## src/rtl/chirp_pkg.sv

```systemverilog
// Shared types and default widths for the chirp phase generator.
package chirp_pkg;
    localparam int WACC_DEF   = 48;
    localparam int WPHASE_DEF = 16;
    localparam int WDIV_DEF   = 8;

    typedef enum logic [1:0] {
        MODE_TONE   = 2'd0,
        MODE_WRAP   = 2'd1,
        MODE_BOUNCE = 2'd2,
        MODE_SINGLE = 2'd3
    } mode_t;

    typedef enum logic [2:0] {
        ST_IDLE,
        ST_UP,
        ST_DOWN,
        ST_LAST,
        ST_DONE
    } state_t;
endpackage

```

## src/rtl/chirp_phase_gen_if.sv

```systemverilog
// Control/config and sample-output bundle between a stimulus controller and the generator.
interface chirp_phase_gen_if #(
    parameter int WACC   = 48,
    parameter int WPHASE = 16,
    parameter int WDIV   = 8
);
    logic              enable;
    logic [1:0]        mode;
    logic [WDIV-1:0]   div;
    logic [WACC-1:0]   f_start;
    logic [WACC-1:0]   f_stop;
    logic [WACC-1:0]   rate;
    logic              phase_valid;
    logic [WPHASE-1:0] phase_out;
    logic [WACC-1:0]   freq_out;
    logic              sweep_wrap;
    logic              busy;
    logic              done;

    modport master (
        output enable, mode, div, f_start, f_stop, rate,
        input  phase_valid, phase_out, freq_out, sweep_wrap, busy, done
    );

    modport slave (
        input  enable, mode, div, f_start, f_stop, rate,
        output phase_valid, phase_out, freq_out, sweep_wrap, busy, done
    );
endinterface

```

## src/rtl/chirp_phase_gen_strobe_div.sv

```systemverilog
// Programmable strobe divider: fires when the count is zero, then reloads div.
module strobe_div #(
    parameter int WDIV = 8
) (
    input  logic            clk,
    input  logic            rst_n,
    input  logic            clear,
    input  logic            run,
    input  logic [WDIV-1:0] div,
    output logic            strobe
);
    logic [WDIV-1:0] count;

    assign strobe = run && (count == '0);

    always_ff @(posedge clk or negedge rst_n) begin
        if (!rst_n) begin
            count <= '0;
        end else if (clear) begin
            count <= '0;
        end else if (run) begin
            count <= (count == '0) ? div : count - WDIV'(1);
        end
    end
endmodule

```

## src/rtl/chirp_phase_gen.sv

```systemverilog
// Swept-frequency phase accumulator feeding a sine ROM; tone, wrap, bounce or single sweep.
module chirp_phase_gen
    import chirp_pkg::*;
#(
    parameter int WACC   = WACC_DEF,
    parameter int WPHASE = WPHASE_DEF,
    parameter int WDIV   = WDIV_DEF
) (
    input  logic              clk,
    input  logic              rst_n,
    chirp_phase_gen_if.slave  bus
);
    state_t            state, state_nx;
    mode_t             mode_q;
    logic [WDIV-1:0]   div_q;
    logic [WACC-1:0]   f_start_q, f_stop_q, rate_q;
    logic [WACC-1:0]   phase, freq, freq_nx;
    logic              wrap_pend, wrap_nx;
    logic [WACC:0]     up_sum, dn_diff;
    logic              start, run, strobe;
    logic              valid_q, wrap_q;
    logic [WPHASE-1:0] phase_q;
    logic [WACC-1:0]   freq_q;

    assign start = (state == ST_IDLE) && bus.enable;
    assign run   = bus.enable && (state inside {ST_UP, ST_DOWN, ST_LAST});

    strobe_div #(.WDIV(WDIV)) u_div (
        .clk    (clk),
        .rst_n  (rst_n),
        .clear  (start),
        .run    (run),
        .div    (div_q),
        .strobe (strobe)
    );

    // One extra bit keeps overflow visible on the way up and the sign on the way down.
    assign up_sum  = {1'b0, freq} + {1'b0, rate_q};
    assign dn_diff = {1'b0, freq} - {1'b0, rate_q};

    always_comb begin
        state_nx = state;
        freq_nx  = freq;
        wrap_nx  = 1'b0;
        case (state)
            ST_IDLE: if (bus.enable) state_nx = ST_UP;
            ST_UP: begin
                if (!bus.enable) begin
                    state_nx = ST_IDLE;
                end else if (strobe && mode_q != MODE_TONE) begin
                    if (up_sum <= {1'b0, f_stop_q}) begin
                        freq_nx = up_sum[WACC-1:0];
                    end else begin
                        case (mode_q)
                            MODE_WRAP: begin
                                freq_nx = f_start_q;
                                wrap_nx = 1'b1;
                            end
                            MODE_BOUNCE: begin
                                freq_nx  = f_stop_q;
                                state_nx = ST_DOWN;
                                wrap_nx  = 1'b1;
                            end
                            MODE_SINGLE: begin
                                freq_nx  = f_stop_q;
                                state_nx = ST_LAST;
                            end
                            default: ;
                        endcase
                    end
                end
            end
            ST_DOWN: begin
                if (!bus.enable) begin
                    state_nx = ST_IDLE;
                end else if (strobe) begin
                    if (!dn_diff[WACC] && dn_diff[WACC-1:0] >= f_start_q) begin
                        freq_nx = dn_diff[WACC-1:0];
                    end else begin
                        freq_nx  = f_start_q;
                        state_nx = ST_UP;
                        wrap_nx  = 1'b1;
                    end
                end
            end
            ST_LAST: begin
                if (!bus.enable)  state_nx = ST_IDLE;
                else if (strobe)  state_nx = ST_DONE;
            end
            ST_DONE: if (!bus.enable) state_nx = ST_IDLE;
            default: state_nx = ST_IDLE;
        endcase
    end

    always_ff @(posedge clk or negedge rst_n) begin
        if (!rst_n) begin
            state     <= ST_IDLE;
            mode_q    <= MODE_TONE;
            div_q     <= '0;
            f_start_q <= '0;
            f_stop_q  <= '0;
            rate_q    <= '0;
            phase     <= '0;
            freq      <= '0;
            wrap_pend <= 1'b0;
        end else begin
            state <= state_nx;
            if (start) begin
                mode_q    <= mode_t'(bus.mode);
                div_q     <= bus.div;
                f_start_q <= bus.f_start;
                f_stop_q  <= bus.f_stop;
                rate_q    <= bus.rate;
                phase     <= '0;
                freq      <= bus.f_start;
                wrap_pend <= 1'b0;
            end else if (strobe) begin
                phase     <= phase + freq;
                freq      <= freq_nx;
                wrap_pend <= wrap_nx;
            end
        end
    end

    // Sample register: carries the pre-update phase/freq; zero between strobes.
    always_ff @(posedge clk or negedge rst_n) begin
        if (!rst_n) begin
            valid_q <= 1'b0;
            wrap_q  <= 1'b0;
            phase_q <= '0;
            freq_q  <= '0;
        end else begin
            valid_q <= strobe;
            wrap_q  <= strobe && wrap_pend;
            phase_q <= strobe ? phase[WACC-1 -: WPHASE] : '0;
            freq_q  <= strobe ? freq : '0;
        end
    end

    assign bus.phase_valid = valid_q;
    assign bus.sweep_wrap  = wrap_q;
    assign bus.phase_out   = phase_q;
    assign bus.freq_out    = freq_q;
    assign bus.busy        = state inside {ST_UP, ST_DOWN, ST_LAST};
    assign bus.done        = (state == ST_DONE);
endmodule
```

## src/flat_wrapper.sv

```systemverilog
// flat-port wrapper written by rule: the top's interface ports become plain ports
module chirp_phase_gen_flat import chirp_pkg::*;
#(
    parameter int WACC   = WACC_DEF,
    parameter int WPHASE = WPHASE_DEF,
    parameter int WDIV   = WDIV_DEF
)
  (clk, rst_n, bus_enable, bus_mode, bus_div, bus_f_start, bus_f_stop, bus_rate, bus_phase_valid, bus_phase_out, bus_freq_out, bus_sweep_wrap, bus_busy, bus_done);
  chirp_phase_gen_if #(.WACC(WACC), .WPHASE(WPHASE), .WDIV(WDIV)) bus_i ();
  input  logic clk;
  input  logic rst_n;
  input wire logic [$bits(bus_i.enable)-1:0] bus_enable;
  input wire logic [$bits(bus_i.mode)-1:0] bus_mode;
  input wire logic [$bits(bus_i.div)-1:0] bus_div;
  input wire logic [$bits(bus_i.f_start)-1:0] bus_f_start;
  input wire logic [$bits(bus_i.f_stop)-1:0] bus_f_stop;
  input wire logic [$bits(bus_i.rate)-1:0] bus_rate;
  output wire logic [$bits(bus_i.phase_valid)-1:0] bus_phase_valid;
  output wire logic [$bits(bus_i.phase_out)-1:0] bus_phase_out;
  output wire logic [$bits(bus_i.freq_out)-1:0] bus_freq_out;
  output wire logic [$bits(bus_i.sweep_wrap)-1:0] bus_sweep_wrap;
  output wire logic [$bits(bus_i.busy)-1:0] bus_busy;
  output wire logic [$bits(bus_i.done)-1:0] bus_done;
  assign bus_i.enable = bus_enable;
  assign bus_i.mode = bus_mode;
  assign bus_i.div = bus_div;
  assign bus_i.f_start = bus_f_start;
  assign bus_i.f_stop = bus_f_stop;
  assign bus_i.rate = bus_rate;
  assign bus_phase_valid = bus_i.phase_valid;
  assign bus_phase_out = bus_i.phase_out;
  assign bus_freq_out = bus_i.freq_out;
  assign bus_sweep_wrap = bus_i.sweep_wrap;
  assign bus_busy = bus_i.busy;
  assign bus_done = bus_i.done;
  chirp_phase_gen #(.WACC(WACC), .WPHASE(WPHASE), .WDIV(WDIV)) u_core (.clk(clk), .rst_n(rst_n), .bus(bus_i));
endmodule
```

## config.mk

```make
export PLATFORM = sky130hd
export DESIGN_NAME = chirp_phase_gen_flat
export DESIGN_NICKNAME = d
export VERILOG_FILES = /design/src/rtl/chirp_pkg.sv /design/src/rtl/chirp_phase_gen_if.sv /design/src/rtl/chirp_phase_gen_strobe_div.sv /design/src/rtl/chirp_phase_gen.sv /design/src/flat_wrapper.sv
export SDC_FILE = /design/constraint.sdc
export NUM_CORES = 1
export LEC_CHECK = 0
export ABC_CLOCK_PERIOD_IN_PS = 13700
export CAP_MARGIN = 0
export CORE_MARGIN = 1
export CORE_UTILIZATION = 55
export DETAILED_ROUTE_END_ITERATION = 10
export GPL_ROUTABILITY_DRIVEN = 0
export MAX_ROUTING_LAYER = met4
export PLACE_DENSITY = 0.85
export SETUP_SLACK_MARGIN = 0.2
export SYNTH_ARGS = -nofsm -noshare
export SYNTH_HDL_FRONTEND = slang
export SYNTH_SLANG_ARGS = --single-unit
```

## constraint.sdc

```tcl
create_clock -name clk -period 13.7 [get_ports clk]
set_clock_uncertainty 0.2 [all_clocks]
set_input_delay 3.425 -clock clk [delete_from_list [all_inputs] [get_ports clk]]
set_output_delay 3.425 -clock clk [all_outputs]
set_load 0.01 [all_outputs]
```

==> impl_metrics.json <==
{
  "final-max-slew-violation-count": 0,
  "crit_type": "reg2reg",
  "portBuffers": 224,
  "status": "finished, final reports clean",
  "area_growth_pct": 15.6,
  "cpMaxStageDelayCell": "buf_4",
  "synthFlopType": "dfrtp_1",
  "synth_xor_xnor_area_share_pct": 4.53,
  "num_io_pins": 225,
  "muxShareOfSynthArea_pct": 2.45,
  "grt_use_total_pct": 36.7,
  "clkSinkCount": 328,
  "ys_ff_latch": 328,
  "synth_warnings": 0,
  "critical_path_buf_inv_count": 4,
  "cts.path.max_buffers": 3,
  "vias": 24160,
  "synth_top_family_by_area": "compound AO/OA/AOI/OAI gates",
  "drt-total-wl_mm": 80.6,
  "via_per_inst": 6.58,
  "rsz0062_at_grt": "false",
  "cts_tree": "done",
  "cts_setup_buffers": 0,
  "synth_area_per_cell_um2": 8.30,
  "drt-pass1-iter-count": 6,
  "n_antenna_cell": 0,
  "worst_pin_slew_ns": 1.21,
  "synth-async-reset-ratio_pct": 100,
  "die_y_um": 213,
  "slew_headroom_pct": 18.7,
  "end_kind": "register",
  "cts-buffers-inserted": 39,
  "grt_first_pass_wirelength_mm": 126,
  "timing.fmax_mhz": 124,
  "synthAdderAreaFrac_pct": 12.8,
  "required_ns": 14.00,
  "fin_crit_ns": 8.07,
  "cts.reportedPaths.clkPinSlew_ns": 0.06,
  "final.period_utilization_pct": 58.9,
  "ant_nets": 0,
  "layout-drive-gt1-share_pct": 4.57,
  "hpwl_mm": 58.0,
  "crit_arrival_ns": 8.37,
  "cts_resized": 0,
  "row_count": 76,
  "cap_viol_max_count": 0,
  "grt_pass1_vias": 23624,
  "cts-root-buf": "clkbuf_16",
  "holdBufCountCts": 0,
  "syn_area_mm2": 0.0244,
  "fin_nets": 3458,
  "seq_area_frac_synth_pct": 33.7,
  "initial_core_util_pct": 56.2,
  "critPathMaxFanout": 65,
  "synth_compound_area_share_pct": 23.9,
  "wl_per_cell_um": 21.9,
  "drc_errors": 0,
  "slowest_delay_ns": 0.63,
  "finalSetupTns_ns": 0,
  "synth_cell_types": 85,
  "synth_edf_count": 0,
  "insertion_delay_ns": 0.59,
  "htree_num_levels": 2,
  "grt_max_degree": 238,
  "worstHoldPathType": "reg2reg",
  "antenna_found_initial": 0,
  "syn_inst": 2937,
  "grt_overflow": 0,
  "coreArea_mm2": 0.0434,
  "design.die.area_mm2": 0.0452,
  "die_w_um": 213,
  "yosys.area_share.simple_pct": 16.4,
  "finalSetupViolations": 0,
  "syn_nets": 3341,
  "finalHoldViolations": 0,
  "critPathTopFamily": "compound AO/OA/AOI/OAI gates",
  "crit_path_start_kind": "register",
  "drt_iter0_markers": 3225
}
state kept, by name (all words and copies together), names as in the netlist:
| signal | flops |
|---|---|
| u_core.phase | 48 |
| u_core.bus.phase_out | 16 |
| u_core.u_div.count | 8 |
| u_core.mode_q | 2 |
| u_core.bus.freq_out | 48 |
| u_core.freq | 48 |
| u_core.rate_q | 48 |
| u_core.state | 3 |
| u_core.f_stop_q | 48 |
| u_core.wrap_pend | 1 |
| u_core.bus.sweep_wrap | 1 |
| u_core.f_start_q | 48 |
| u_core.div_q | 8 |
| u_core.bus.phase_valid | 1 |
worst reg2reg max path, delay by kind of cell (launching register included):
kind            cells  cell delay, ns
xor+xnor            1            0.28
flops               1            0.41
fa+ha+maj           3            0.69
buf+inv             4            1.12
simple gates        7            1.36
compound gates     13            3.94
cell usage after synthesis (all sizes together) (12+ instances only):
cell	number	area share [%]
and3	74	1.9
xor2	26	0.93
nand3	107	2.2
a21o	50	1.5
a21boi	12	0.37
buf	44	0.97
inv	219	3.4
clkbuf	122	1.9
nand2b	21	0.54
a211o	22	0.79
a31oi	30	0.77
o21bai	27	0.83
nor2b	24	0.62
a21oi	233	4.8
o21a	15	0.46
nor3	49	1.0
nor2	142	2.2
nand4	30	0.77
mux2i	44	1.8
nand2	335	5.2
o21ai	345	7.1
o31ai	21	0.65
xnor2	100	3.6
o311ai	12	0.50
a211oi	45	1.4
ha	244	13
mux2	14	0.65
nor4	19	0.49
o211ai	31	0.95
dfrtp	328	34
final cells by class:
cell class                 count  area, µm²
clock inverter                23        234
inverter                     221        830
tap                          585        732
timing repair buffer         242       2390
fill                        3579      15200
multi-input combinational   2222      14700
clock buffer                  49       1060
sequential                   328       8210
cell usage in the layout (no fill, tap or decap), drive strengths merged, types with 7 or more instances in the layout:
| cell type | instances |
|---|---|
| o21ai | 345 |
| nand2 | 335 |
| dfrtp | 328 |
| ha | 244 |
| a21oi | 233 |
| clkdlybuf4s50 | 223 |
| inv | 223 |
| nor2 | 142 |
| nand3 | 107 |
| xnor2 | 100 |
| and3 | 74 |
| a21o | 50 |
| nor3 | 49 |
| clkbuf | 49 |
| a211oi | 45 |
| mux2i | 44 |
| o211ai | 31 |
| a31oi | 30 |
| nand4 | 30 |
| o21bai | 27 |
| xor2 | 26 |
| nor2b | 24 |
| a211o | 22 |
| nand2b | 21 |
| o31ai | 21 |
| nor4 | 19 |
| buf | 19 |
| o21a | 15 |
| mux2 | 14 |
| clkinv | 14 |
| a21boi | 12 |
| o311ai | 12 |
| and2 | 10 |
| a2111oi | 10 |
| o221ai | 9 |
| a311oi | 8 |
| o22ai | 8 |
| o2111ai | 8 |
| or2 | 7 |
layer usage:
layer	up-vias	global-route usage, %	wire length [µm]
met5	-	-	0
met4	0	23.8	6200
met3	473	7.18	8440
met2	1666	55.8	35800
met1	11325	44.4	30100
li1	10696	-	-
path summary, 6_finish.rpt:
path	start	endpoint	slack, ns	cells past startpoint
min reg2reg	u_core.div_q[6]$_DFFE_PN0P_	u_core.div_q[6]$_DFFE_PN0P_	0.29	2
max	u_core.freq[0]$_DFFE_PN0P_	u_core.freq[16]$_DFFE_PN0P_	5.63	28
min	u_core.div_q[6]$_DFFE_PN0P_	u_core.div_q[6]$_DFFE_PN0P_	0.29	2
max reg2reg	u_core.freq[0]$_DFFE_PN0P_	u_core.freq[16]$_DFFE_PN0P_	5.63	28
min in group asynchronous	rst_n	u_core.div_q[2]$_DFFE_PN0P_	2.73	1
max in group asynchronous	rst_n	u_core.bus.freq_out[30]$_DFF_PN0_	8.87	2
through the flow:
stage / utilization, % / hold WS, ns / area [µm²] / instances / setup WS, ns
after floorplan: - / 0.237 / 24400 / 2937 / 8.00
final: 65.0 / 0.291 / 28200 / 3670 / 5.63
after global placement: 62.0 / 0.252 / 26900 / 3598 / 6.31
after CTS: 65.0 / 0.293 / 28200 / 3670 / 5.94
after global routing: 65.0 / 0.321 / 28200 / 3670 / 5.34
after detailed placement: 62.0 / 0.266 / 26900 / 3598 / 6.05
kinds of logic (layout without fill, tap and decap cells):
family                   Yosys count  count (layout)
AO/OA/AOI/OAI                    940             940
AND/OR/NAND/NOR                  851             851
buffers and inverters            387             535
flip-flops                       328             328
adder cells (fa/ha/maj)          247             247
XOR/XNOR                         126             126
multiplexers                      58              58
Power is left out: the tool's default activity adds up to more than one toggle a clock period on the data nets, which glitch-free logic cannot reach.
==> variant (same settings) <==
`WDIV_DEF`: 8 -> 4.
--- a/src/rtl/chirp_pkg.sv
+++ b/src/rtl/chirp_pkg.sv
@@ -2,7 +2,7 @@
 package chirp_pkg;
     localparam int WACC_DEF   = 48;
     localparam int WPHASE_DEF = 16;
-    localparam int WDIV_DEF   = 8;
+    localparam int WDIV_DEF   = 4;
 
     typedef enum logic [1:0] {
         MODE_TONE   = 2'd0,
Interface: changed (resized bus_div); port bits go from 225 to 221. No check against the original RTL was run, so the function may have changed too.
==> variant against the original RTL <==
- worst setup slack worse by 880 ps
- synthesized area is 2.8% lower
- first-iteration DRC count is 10% lower
- critical path type unchanged
- final area is 2.5% lower
- via count is 3.6% lower
- die area is 2.8% lower
- critical endpoint is now u_core.freq[45]$_DFFE_PN0P_
- synthesized cell count is 2.5% lower
- sequential cell count is 8 lower
- routed wire length is 2.7% lower
- non-clock buffer count is 5 lower
- maximum frequency is 9.9% lower
==> variant: results (changes against the original RTL) <==
- Status: complete, no violations
- NumNets Final: 3,385 (-2.1%)
- Most frequent cells after synthesis: 364 x nand2_1, 327 x o21ai_0, 320 x dfrtp_1
- Antenna cells: 6 (+6)
- Seq/Total Area, Yosys: 33.8% (+0.12 points)
- Drt pass-1 iters: 9 (+3)
- Port bufs: 220 (-1.8%)
- Routed wl met3: 7950 µm (-5.9%)
- Met1 Use GR: 43.6% (-0.75 points)
- Final critical-path required period: 8960 ps (+885 ps)
- Worst Tran Pin Value: 1110 ps (-102 ps)
- Post-synth cell types: 83 (-2.4%)
- Initial antenna violation count: 4 (+4)
- Reg area: 8010 µm² (-2.4%)
- Largest net degree at the start of global routing: 201 (-16%)
- DP HPWL: 56,200 µm (-3.1%)
- Placed Cells: 3,483 (-3.2%)
- Reg2Reg Setup Slack: 4740 ps (-880 ps)
- Vias in the first global route: 22,800 (-3.6%)
- First-pass GRT wire length: 124,000 µm (-1.4%)
- Critical Path AT: 9260 ps (+890 ps)
- DR WL met2: 35,200 µm (-1.8%)
- Worst hold start: u_core.div_q[1]$_DFFE_PN0P_
- Signal buf overhead: 8.59% (+0.092 points)
- Clk tree area frac: 4.75% (+0.14 points)
- Final hold slack: 280 ps (-10.7 ps)
- Dpl ws: 5470 ps (-584 ps)
- Synth Area in XOR/XNOR: 4.88% (+0.35 points)
- Aggregate routed wire length: 78,400 µm (-2.7%)
- Non-clk invs: 219 (-0.90%)
- Multi-input gate count: 2,168 (-2.4%)
- Mux share of post-synthesis cell area: 1.12% (-1.3 points)
- Met3 Usage GRT: 8.32% (+1.1 points)
- Share of layout cells above drive strength 1: 3.95% (-0.62 points)
- CP max FO: 50 (-23%)
- Num CTS Buffers: 38 (-2.6%)
- Area of the multi-input gates: 14,300 µm² (-2.9%)
- Synth Area in Adders: 13.2% (+0.42 points)
- Per-cell routed wire length: 22.0 µm (+0.44%)
- Plain + repair buffers: 237 (-2.1%)
- Via/cell ratio: 6.55 (-0.54%)
- M1 WL: 28,800 µm (-4.3%)
- Synth top area cells: dfrtp_1 34%, ha_1 13%, o21ai_0 6.9%, nand2_1 5.8%, a21oi_1 4.2%
- Synthesis-to-layout area growth: 15.9%
- R2R depth: 24 (-14%)
- Crit path from: u_core.freq[28]$_DFFE_PN0P_
- Met2 global-route usage: 56.6% (+0.74 points)
- Fraction of area in multi-input gates: 52.0% (-0.21 points)
- Cells after Synth: 2,864 (-2.5%)
- Tot GR Track Use: 37.1% (+0.40 points)
- Starting DRC count in detailed routing: 2,901 (-10%)
-- variant: changes by cell type after synthesis, sizes merged, moves of 14 or more --
cell,change
a211o,-17
a211oi,-30
a21o,+18
a21oi,-34
mux2i,-23
nand2,+29
nand3,-30
nor3,-14
o211ai,+54
-- variant: power breakdown --
part	total [mW]	switching, mW	internal [mW]
clock	1.07	0.427	0.644
sequential	1.43	0.251	1.17
combinational	5.46	3.38	2.07
-- variant: worst max-delay path: stages (launching register included) --
cell and delay, ps:
dfrtp_1 460, ha_1 480, nor4_1 530, nand4_1 320, nor4_1 270, nand2_1 90, o211ai_1 520, a31oi_2 350
nor4_1 250, nor3_1 100, xnor2_1 630, ha_1 240, nand4_1 120, nor3_1 410, nand3_1 340, o211ai_1 250
nand4_1 120, nor3_1 380, o21ai_4 100, a2111o_1 470, o31ai_4 70, buf_4 610, nand2_1 860, a221o_1 530
o211ai_1 150
